--- config.mk ---
export PLATFORM = sky130hd
export DESIGN_NAME = alu_sequencer_flat
export DESIGN_NICKNAME = d
export VERILOG_FILES = /design/src/rtl/alu_sequencer_if.sv /design/src/rtl/alu_sequencer.sv /design/src/flat_wrapper.sv
export SDC_FILE = /design/constraint.sdc
export NUM_CORES = 1
export LEC_CHECK = 0
export CAP_MARGIN = 20
export CORE_MARGIN = 10
export CORE_UTILIZATION = 25
export DETAILED_ROUTE_END_ITERATION = 7
export SYNTH_ARGS = -nofsm -noshare
export SYNTH_HDL_FRONTEND = slang
export SYNTH_SLANG_ARGS = --single-unit
--- constraint.sdc ---
create_clock -name clk -period 3 [get_ports clk]
set_input_delay 0.45 -clock clk [delete_from_list [all_inputs] [get_ports clk]]
set_output_delay 0.45 -clock clk [all_outputs]
set_load 0.005 [all_outputs]
--- src/rtl/alu_sequencer_if.sv ---
// Bus between the ALU sequencer and its surroundings: the switch/strobe entry,
// the shared ALU operand/opcode lines, the ALU result, and the captured-result
// display path. The slave side is the sequencer. The master side is whatever
// drives the switches and hosts the ALU.
interface alu_sequencer_if;
  logic [7:0] data_in;
  logic       load;
  logic [7:0] alu_a;
  logic [7:0] alu_b;
  logic [2:0] alu_op;
  logic [7:0] alu_result;
  logic       alu_carry;
  logic [7:0] result;
  logic       carry;
  logic       result_valid;
  logic       busy;
  logic [2:0] state;

  modport master (
    output data_in, load, alu_result, alu_carry,
    input  alu_a, alu_b, alu_op, result, carry, result_valid, busy, state
  );

  modport slave (
    input  data_in, load, alu_result, alu_carry,
    output alu_a, alu_b, alu_op, result, carry, result_valid, busy, state
  );
endinterface

--- src/rtl/alu_sequencer.sv ---
// Front-end controller for the shared 8-bit ALU. It collects an opcode byte and
// operand bytes, one per rising edge of the load strobe. It holds them on the
// ALU inputs for ALU_LATENCY cycles, then captures result and carry. Chain mode
// (opcode bit 3) reuses the last captured result as operand A and skips the
// operand-A entry step.
module alu_sequencer #(
  parameter int ALU_LATENCY = 1
) (
  input  logic           clk,
  input  logic           reset,
  alu_sequencer_if.slave bus
);

  localparam logic [2:0] IDLE  = 3'd0;
  localparam logic [2:0] GET_A = 3'd1;
  localparam logic [2:0] GET_B = 3'd2;
  localparam logic [2:0] EXEC  = 3'd3;
  localparam logic [2:0] DONE  = 3'd4;

  // Out-of-range latencies are pinned to the nearest legal value. This keeps the
  // 4-bit counter from wrapping and avoids an EXEC state that never ends.
  localparam int         LAT_CLAMPED = (ALU_LATENCY < 1)  ? 1  :
                                       (ALU_LATENCY > 15) ? 15 : ALU_LATENCY;
  localparam logic [3:0] LAT_LOAD    = LAT_CLAMPED[3:0];

  logic [2:0] state_reg, state_next;
  logic       load_q_reg;
  logic [7:0] alu_a_reg, alu_a_next;
  logic [7:0] alu_b_reg, alu_b_next;
  logic [2:0] alu_op_reg, alu_op_next;
  logic [3:0] cnt_reg, cnt_next;
  logic [7:0] result_reg, result_next;
  logic       carry_reg, carry_next;
  logic       result_valid_reg;
  logic       busy_reg;
  logic       accept;

  // A load is accepted only on its rising edge. A level held high is a single entry.
  assign accept = bus.load & ~load_q_reg;

  // Next-state and register-update decisions for the entry/execute sequence.
  always_comb begin
    state_next  = state_reg;
    alu_a_next  = alu_a_reg;
    alu_b_next  = alu_b_reg;
    alu_op_next = alu_op_reg;
    cnt_next    = cnt_reg;
    result_next = result_reg;
    carry_next  = carry_reg;
    case (state_reg)
      IDLE: begin
        if (accept) begin
          alu_op_next = bus.data_in[2:0];
          if (bus.data_in[3]) begin
            // Chain: the previous result becomes operand A directly.
            alu_a_next = result_reg;
            state_next = GET_B;
          end else begin
            state_next = GET_A;
          end
        end
      end
      GET_A: begin
        if (accept) begin
          alu_a_next = bus.data_in;
          state_next = GET_B;
        end
      end
      GET_B: begin
        if (accept) begin
          alu_b_next = bus.data_in;
          cnt_next   = LAT_LOAD;
          state_next = EXEC;
        end
      end
      EXEC: begin
        // The last counted cycle is the capture point. Loads are ignored throughout.
        if (cnt_reg <= 4'd1) begin
          result_next = bus.alu_result;
          carry_next  = bus.alu_carry;
          cnt_next    = 4'd0;
          state_next  = DONE;
        end else begin
          cnt_next = cnt_reg - 4'd1;
        end
      end
      DONE: begin
        state_next = IDLE;
      end
      default: begin
        state_next = IDLE;
      end
    endcase
  end

  // State, operand, counter and result registers. Status outputs are decoded
  // from the next state, so they line up with the state register.
  always_ff @(posedge clk) begin
    if (reset) begin
      state_reg        <= IDLE;
      load_q_reg       <= 1'b1;
      alu_a_reg        <= 8'd0;
      alu_b_reg        <= 8'd0;
      alu_op_reg       <= 3'd0;
      cnt_reg          <= 4'd0;
      result_reg       <= 8'd0;
      carry_reg        <= 1'b0;
      result_valid_reg <= 1'b0;
      busy_reg         <= 1'b0;
    end else begin
      state_reg        <= state_next;
      load_q_reg       <= bus.load;
      alu_a_reg        <= alu_a_next;
      alu_b_reg        <= alu_b_next;
      alu_op_reg       <= alu_op_next;
      cnt_reg          <= cnt_next;
      result_reg       <= result_next;
      carry_reg        <= carry_next;
      result_valid_reg <= (state_next == DONE);
      busy_reg         <= (state_next == EXEC) || (state_next == DONE);
    end
  end

  assign bus.alu_a        = alu_a_reg;
  assign bus.alu_b        = alu_b_reg;
  assign bus.alu_op       = alu_op_reg;
  assign bus.result       = result_reg;
  assign bus.carry        = carry_reg;
  assign bus.result_valid = result_valid_reg;
  assign bus.busy         = busy_reg;
  assign bus.state        = state_reg;

endmodule

--- src/flat_wrapper.sv ---
// flat-port wrapper written by rule: the top's interface ports become plain ports
module alu_sequencer_flat 
#(
  parameter int ALU_LATENCY = 1
)
  (clk, reset, bus_data_in, bus_load, bus_alu_result, bus_alu_carry, bus_alu_a, bus_alu_b, bus_alu_op, bus_result, bus_carry, bus_result_valid, bus_busy, bus_state);
  alu_sequencer_if bus_i ();
  input  logic clk;
  input  logic reset;
  input wire logic [$bits(bus_i.data_in)-1:0] bus_data_in;
  input wire logic [$bits(bus_i.load)-1:0] bus_load;
  input wire logic [$bits(bus_i.alu_result)-1:0] bus_alu_result;
  input wire logic [$bits(bus_i.alu_carry)-1:0] bus_alu_carry;
  output wire logic [$bits(bus_i.alu_a)-1:0] bus_alu_a;
  output wire logic [$bits(bus_i.alu_b)-1:0] bus_alu_b;
  output wire logic [$bits(bus_i.alu_op)-1:0] bus_alu_op;
  output wire logic [$bits(bus_i.result)-1:0] bus_result;
  output wire logic [$bits(bus_i.carry)-1:0] bus_carry;
  output wire logic [$bits(bus_i.result_valid)-1:0] bus_result_valid;
  output wire logic [$bits(bus_i.busy)-1:0] bus_busy;
  output wire logic [$bits(bus_i.state)-1:0] bus_state;
  assign bus_i.data_in = bus_data_in;
  assign bus_i.load = bus_load;
  assign bus_i.alu_result = bus_alu_result;
  assign bus_i.alu_carry = bus_alu_carry;
  assign bus_alu_a = bus_i.alu_a;
  assign bus_alu_b = bus_i.alu_b;
  assign bus_alu_op = bus_i.alu_op;
  assign bus_result = bus_i.result;
  assign bus_carry = bus_i.carry;
  assign bus_result_valid = bus_i.result_valid;
  assign bus_busy = bus_i.busy;
  assign bus_state = bus_i.state;
  alu_sequencer #(.ALU_LATENCY(ALU_LATENCY)) u_core (.clk(clk), .reset(reset), .bus(bus_i));
endmodule
==> parameters.txt, run 1 <==
Parameter                              Value

Clock network
  TritonCTS sink count ... 38
  Clock buffers created by TritonCTS ... 5
  CTS Hold Buffers Added ... 0
  Number of H-tree branching levels ... 2
  Post-CTS Resized ... 0
  Postcts setup bufs ... 0
  Clock slew seen by the registers of the worst setup and hold paths ... about 0.08 ns
  Buffer type at the clock tree root ... sky130_fd_sc_hd__clkbuf_8
  Clock insertion delay at the later pin of the skew report ... approximately 0.29 ns
  Number of buffers on the longest clock path ... 2
  TritonCTS clock tree ... done

GRT
  Overall Global Routing Usage ... under 10%
  Remaining global-route overflow ... 0
  Number of antenna violations at the first check in global routing ... 0
  Vias in the first global route ... 1284
  GR Util met3 ... between 4 and 5%
  Most Used Layer, Global Route ... met2
  Met2 routing resource usage after global routing ... 12.6%
  First-pass GRT wire length ... between 6000 and 7000 microns
  Maximum number of pins on one net before global-route repair ... 39
  Global-route met1 utilization ... a little over a tenth

Die
  Floorplan row count ... 28
  Width of the die ... between 90 and 100 microns
  Effective utilization at floorplan ... a little over a quarter
  Area of the placeable core ... between 0.006 and 0.007 sq mm
  Area of the die ... between 0.009 and 0.01 sq mm
  Number of top-level pins ... 53
  Chip height ... around 100 microns

Timing
  Least-Margin Pin Slew ... approximately 0.66 ns
  Worst Clk Skew ... 0.00895 ns
  Final worst path period need ... 2.06 ns
  Setup total negative slack ... 0 ns
  Setup repair after global routing missed its margin ... false
  Final Max Tran Viols ... 0
  Post-route fraction of the period consumed by the critical path ... 68.8%
  Worst path setup slack after routing ... ~0.94 ns
  Achievable Freq ... a little under 0.5 GHz
  Finish-stage setup viols ... 0
  Hold violation count in the final report ... 0
  Relative slew slack ... about 56%

Worst setup path
  Endpoint type of the worst setup path ... register
  Class of the most critical setup path ... primary input to register
  R2R Path End ... u_core.bus.result[6]$_SDFFE_PP0P_
  Req. time, crit path ... roughly 3.2 ns
  Cell depth of the worst flop-to-flop path ... 7
  Critical Path Fanout Max ... 15
  Worst setup path startpoint ... bus_load
  Register-to-register setup slack ... between 1 and 1.5 ns
  Reg-to-reg startpoint ... u_core.cnt_reg[1]$_SDFFE_PP0P_
  Data arrival time at the worst-slack endpoint ... between 2 and 2.5 ns
  Critical path launch point type ... primary input

Logic synthesis
  Largest cells by area after synthesis ... sky130_fd_sc_hd__dfxtp_1, sky130_fd_sc_hd__mux2i_1, sky130_fd_sc_hd__nor2_1, sky130_fd_sc_hd__a21oi_1, sky130_fd_sc_hd__nor3b_1
  Post-synthesis sequential area ratio ... between 40% and 50%
  List of most frequent post-synthesis cells ... sky130_fd_sc_hd__dfxtp_1, sky130_fd_sc_hd__nor2_1, sky130_fd_sc_hd__mux2i_1
  Number of distinct library cells after synthesis ... 33
  Cells after synthesis ... around 180
  Most frequent cell after synthesis ... sky130_fd_sc_hd__dfxtp_1
  Post-synth design cell area ... approximately 0.0016 sq mm
  Cell taking the most area after synthesis ... sky130_fd_sc_hd__dfxtp_1
  Average footprint of a synthesized cell ... 9.08 sq um
  Number of enable-type register cells in the synthesized netlist ... 0
  Primary FF master, synth ... sky130_fd_sc_hd__dfxtp_1
  Number of warnings printed during yosys synthesis ... 0
  Proportion of synthesized flip-flops having asynchronous set or reset ... 0%
  Post-synth net total ... between 150 and 200
  Post-synthesis sequential element count ... 38
  Post-synth top area share ... 47.9%

Cells and area
  Proportion of layout cells with a drive suffix above 1 ... slightly below 10%
  Final cell utilization of the core ... between 30% and 40%
  Fin nets ... between 200 and 250
  Area growth from synthesis to layout ... 44.9%
  Design Area, Final ... about 0.0023 sq mm
  Antenna Diode Count ... 0

Power and ir drop
  Total power density per cell area ... 457 mW/mm^2
  Leakage Power ... a little over 0.8 nW
  Peak ir drop on the vdd network ... 0.296 mV

Hold path
  Worst hold path stage count ... 2
  Source of the worst hold timing path ... u_core.bus.alu_op[0]$_SDFFE_PP0P_
  Min-Delay Path Class ... register to register
  Min-Delay Endpoint ... u_core.bus.alu_op[0]$_SDFFE_PP0P_

Drt
  DRT Wirelength ... between 4000 and 5000 microns
  Post-route antenna net violation count ... 0
  Number of DRC violations after detailed-routing iteration 0 ... 77
  Routed vias ... ~1400
  Via density per instance ... roughly 4.6
  Drt first pass iters ... 4
  Average wire per standard cell ... around 14 microns
  Number of design rule violations left after detail routing ... 0

Placed design
  Setup slack at placement ... about 0.65 ns
  Number of input and output port buffers inserted ... 52
  Global placement routability congestion ... between 0.6 and 0.7
  Placement Cell Area ... between 0.002 and 0.0025 sq mm
  Detail Placement HPWL ... between 3000 and 4000 microns

Run status
  Run status ... finished clean

Run
  Max-capacitance violation count ... 0
==> metal layers <==
| layer | wire [microns] | vias up |
|---|---|---|
| li1 | - | 695 |
| met1 | 1930 | 640 |
| met3 | 368 | 5 |
| met2 | 1970 | 38 |
| met5 | 0 | - |
| met4 | 47 | 0 |
==> cells in the final DEF (no fill, tap or decap), types with 3 or more instances in the layout <==
cell type	n
sky130_fd_sc_hd__clkdlybuf4s50_1	52
sky130_fd_sc_hd__dfxtp_1	38
sky130_fd_sc_hd__nor2_1	28
sky130_fd_sc_hd__mux2i_1	17
sky130_fd_sc_hd__a21oi_1	13
sky130_fd_sc_hd__inv_1	10
sky130_fd_sc_hd__nor3b_1	7
sky130_fd_sc_hd__o22ai_1	7
sky130_fd_sc_hd__nand2_1	6
sky130_fd_sc_hd__o21ai_0	6
sky130_fd_sc_hd__clkbuf_8	6
sky130_fd_sc_hd__buf_4	4
sky130_fd_sc_hd__nand2b_1	3
sky130_fd_sc_hd__nor2b_1	3
==> layout make-up <==
type	instances	area, sq um
Tap cell	75	93.8
Sequential cell	38	761
Inverter	10	37.5
Multi-Input combinational cell	115	747
Timing Repair Buffer	56	551
Clock buffer	6	82.6
Fill cell	645	3760
Clock inverter	1	30.0
==> per-stage QoR <==
step	hold WS, ns	total power [mW]	std cells
after floorplan	0.470	0.566	175
after global placement	0.471	0.616	294
after detailed placement	0.469	0.616	294
after CTS	0.482	1.07	301
after global routing	0.507	1.10	301
final	0.482	1.05	301
==> logic make-up (layout without fill, tap and decap cells) <==
group                      Yosys count  count (layout)  share of synthesized area (%)
AOI/OAI and AO/OA                   33              33                           12.8
adders and majority gates            2               2                           1.57
buffers and inverters               22              73                           5.83
DFF                                 38              38                           47.9
muxes                               17              17                           10.7
and+or+nand+nor                     63              63                           21.3
==> power breakdown <==
| group | internal [mW] | switching, mW | leakage (nW) |
|---|---|---|---|
| combinational | 0.0493 | 0.0387 | 0.464 |
| sequential | 0.511 | 0.00446 | 0.307 |
| clock | 0.266 | 0.182 | 0.0573 |
==> worst max-delay path, stage by stage <==
cell,delay [ns]
sky130_fd_sc_hd__clkdlybuf4s50_1,0.50
sky130_fd_sc_hd__or4b_1,0.71
sky130_fd_sc_hd__nor2_2,0.38
sky130_fd_sc_hd__o22ai_1,0.13
sky130_fd_sc_hd__nor2_1,0.11
==> worst max path at each step <==
stage,to,slack [ns],cells after the start
after floorplan,u_core.cnt_reg[3]$_SDFFE_PP0P_,1.42,5
after global placement,u_core.bus.alu_a[6]$_SDFFE_PP0P_,0.72,5
after detailed placement,u_core.bus.alu_a[6]$_SDFFE_PP0P_,0.65,5
after CTS,u_core.bus.alu_a[6]$_SDFFE_PP0P_,0.94,5
after global routing,u_core.bus.alu_a[6]$_SDFFE_PP0P_,0.80,5
final,u_core.bus.alu_a[6]$_SDFFE_PP0P_,0.94,5
(Power assumes the default switching activity.)
==> run 2, diff against run 1 <==
==> constraint.sdc (replaced) <==
create_clock -name clk -period 2.05 [get_ports clk]
set_input_delay 0.3075 -clock clk [delete_from_list [all_inputs] [get_ports clk]]
set_output_delay 0.3075 -clock clk [all_outputs]
set_load 0.005 [all_outputs]
==> parameters.txt, run 2 (synthesized netlist as in run 1, its figures left out) <==
Parameter                              Value

Die
  Effective utilization at floorplan ... 26.2%
  Floorplan row count ... 28
  Chip height ... approximately 100 microns
  Area of the die ... ~0.0099 sq mm
  Area of the placeable core ... ~0.0061 sq mm
  Width of the die ... around 100 microns
  Number of top-level pins ... 53

Clock network
  CTS Hold Buffers Added ... 0
  Buffer type at the clock tree root ... sky130_fd_sc_hd__clkbuf_8
  Clock slew seen by the registers of the worst setup and hold paths ... 0.07 ns
  Clock buffers created by TritonCTS ... 5
  Post-CTS Resized ... 0
  TritonCTS clock tree ... done
  TritonCTS sink count ... 38
  Postcts setup bufs ... 0
  Number of H-tree branching levels ... 2
  Clock insertion delay at the later pin of the skew report ... roughly 0.29 ns
  Number of buffers on the longest clock path ... 2

Power and ir drop
  Total power density per cell area ... ~660 mW/mm^2
  Peak ir drop on the vdd network ... between 0.3 and 0.4 mV
  Leakage Power ... roughly 0.84 nW

Drt
  Post-route antenna net violation count ... 0
  Number of design rule violations left after detail routing ... 0
  Routed vias ... around 1400
  DRT Wirelength ... 4440 microns
  Average wire per standard cell ... approximately 15 microns
  Number of DRC violations after detailed-routing iteration 0 ... 60
  Via density per instance ... approximately 4.5
  Drt first pass iters ... 4

GRT
  Remaining global-route overflow ... 0
  Most Used Layer, Global Route ... met2
  Met2 routing resource usage after global routing ... between 10% and 20%
  Number of antenna violations at the first check in global routing ... 0
  Vias in the first global route ... 1417
  Global-route met1 utilization ... 10.8%
  Overall Global Routing Usage ... under 10%
  Maximum number of pins on one net before global-route repair ... 28
  First-pass GRT wire length ... roughly 7400 microns
  GR Util met3 ... under 10%

Cells and area
  Area growth from synthesis to layout ... 46.6%
  Fin nets ... between 200 and 300
  Design Area, Final ... ~0.0023 sq mm
  Final cell utilization of the core ... roughly 38%
  Antenna Diode Count ... 0
  Most frequent standard cell in the layout excluding fill and tap cells ... sky130_fd_sc_hd__clkdlybuf4s50_1
  Proportion of layout cells with a drive suffix above 1 ... a little over a tenth
  Non-filler instance count after layout ... ~300
  Fill count ... about 650
  Commonest non-fill, non-tap cells in the layout ... sky130_fd_sc_hd__clkdlybuf4s50_1, sky130_fd_sc_hd__dfxtp_1, sky130_fd_sc_hd__nor2_1

Hold path
  Min-Delay Endpoint ... u_core.bus.alu_op[0]$_SDFFE_PP0P_
  Source of the worst hold timing path ... u_core.bus.alu_op[0]$_SDFFE_PP0P_
  Worst hold path stage count ... 2
  Min-Delay Path Class ... register to register

Timing
  Hold violation count in the final report ... 0
  Final Max Tran Viols ... 0
  Least-Margin Pin Slew ... about 0.57 ns
  Worst Clk Skew ... roughly 0.0054 ns
  Post-route fraction of the period consumed by the critical path ... between 80% and 90%
  Finish-stage setup viols ... 0
  Relative slew slack ... 61.7%
  Setup total negative slack ... 0 ns
  Final worst path period need ... roughly 1.8 ns
  Achievable Freq ... roughly 0.54 GHz
  Setup repair after global routing missed its margin ... false

Worst setup path
  Req. time, crit path ... 1.74 ns
  Reg-to-reg startpoint ... u_core.bus.state[1]$_SDFF_PP0_
  Endpoint type of the worst setup path ... output port
  Critical Path Fanout Max ... 27
  Register-to-register setup slack ... ~0.37 ns
  CP max stage delay ... around 0.57 ns
  Critical path buffer and inverter count ... 2
  Cell depth of the worst flop-to-flop path ... 5
  Crit path cell chain ... buf_4 -> clkdlybuf4s50_1
  Data arrival time at the worst-slack endpoint ... about 1.5 ns
  Crit path max-delay family ... buffers and inverters
  Class of the most critical setup path ... register to output port
  Critical path launch point type ... register
  R2R Path End ... u_core.bus.alu_a[2]$_SDFFE_PP0P_
  Cell with the biggest individual delay on the critical path ... sky130_fd_sc_hd__clkdlybuf4s50_1

Run status
  Run status ... finished clean

Placed design
  Post-placement cell count ... slightly below 300
  Number of input and output port buffers inserted ... 52
  Detail Placement HPWL ... approximately 3200 microns
  Global placement routability congestion ... approximately 0.72
  Placement Cell Area ... 0.00222 sq mm

Run
  Max-capacitance violation count ... 0
==> run 2: changes by cell type in the layout (fill, tap and decap cells not counted), sizes merged <==
cell	delta
buf	+2
==> run 2: worst reg2reg max path, cell delays in order (launching register included) <==
cell and delay (ns):
sky130_fd_sc_hd__dfxtp_1 0.38, sky130_fd_sc_hd__or4b_1 0.54, sky130_fd_sc_hd__buf_4 0.20, sky130_fd_sc_hd__nor2_2 0.28
sky130_fd_sc_hd__o22ai_1 0.12, sky130_fd_sc_hd__nor2_1 0.10
==> run 2: per-stage QoR <==
step                      power, mW  setup WS, ns  hold slack, ns
after floorplan               0.829         0.469           0.414
after global placement        0.906        0.0585           0.473
after detailed placement      0.908        0.0145           0.470
after CTS                      1.57         0.178           0.485
after global routing           1.61         0.133           0.514
final                          1.54         0.205           0.488
==> run 2: where the power goes <==
part / internal (mW) / switching [mW]
sequential: 0.748 / 0.00677
clock: 0.389 / 0.265
combinational: 0.0757 / 0.0588
total: 1.21 / 0.330
==> run 2: final cells by class <==
class | instances | area, sq um | area share [%]
clock inverter | 1 | 30.0 | 1.29
clock buffer | 6 | 82.6 | 3.54
inverter | 10 | 37.5 | 1.61
sequential | 38 | 761 | 32.7
tap | 75 | 93.8 | 4.03
multi-input combinational | 115 | 747 | 32.1
timing repair buffer | 58 | 578 | 24.8
==> run 2: layer usage <==
layer  up-vias  wire (microns)
li1        700               -
met1       633            1930
met2        30            2110
met3         8             332
met4         0              68
met5         -               0
==> run 2: worst max path at each step <==
stage / end / slack, ns / startpoint / cells after the start
after floorplan: u_core.cnt_reg[3]$_SDFFE_PP0P_ / 0.47 / u_core.bus.state[0]$_SDFF_PP0_ / 5
after global placement: u_core.bus.alu_a[6]$_SDFFE_PP0P_ / 0.06 / bus_load / 6
after detailed placement: u_core.bus.alu_a[1]$_SDFFE_PP0P_ / 0.01 / bus_load / 6
after CTS: bus_state[0] / 0.18 / u_core.bus.state[0]$_SDFF_PP0_ / 2
after global routing: bus_state[0] / 0.13 / u_core.bus.state[0]$_SDFF_PP0_ / 2
final: bus_state[0] / 0.21 / u_core.bus.state[0]$_SDFF_PP0_ / 2
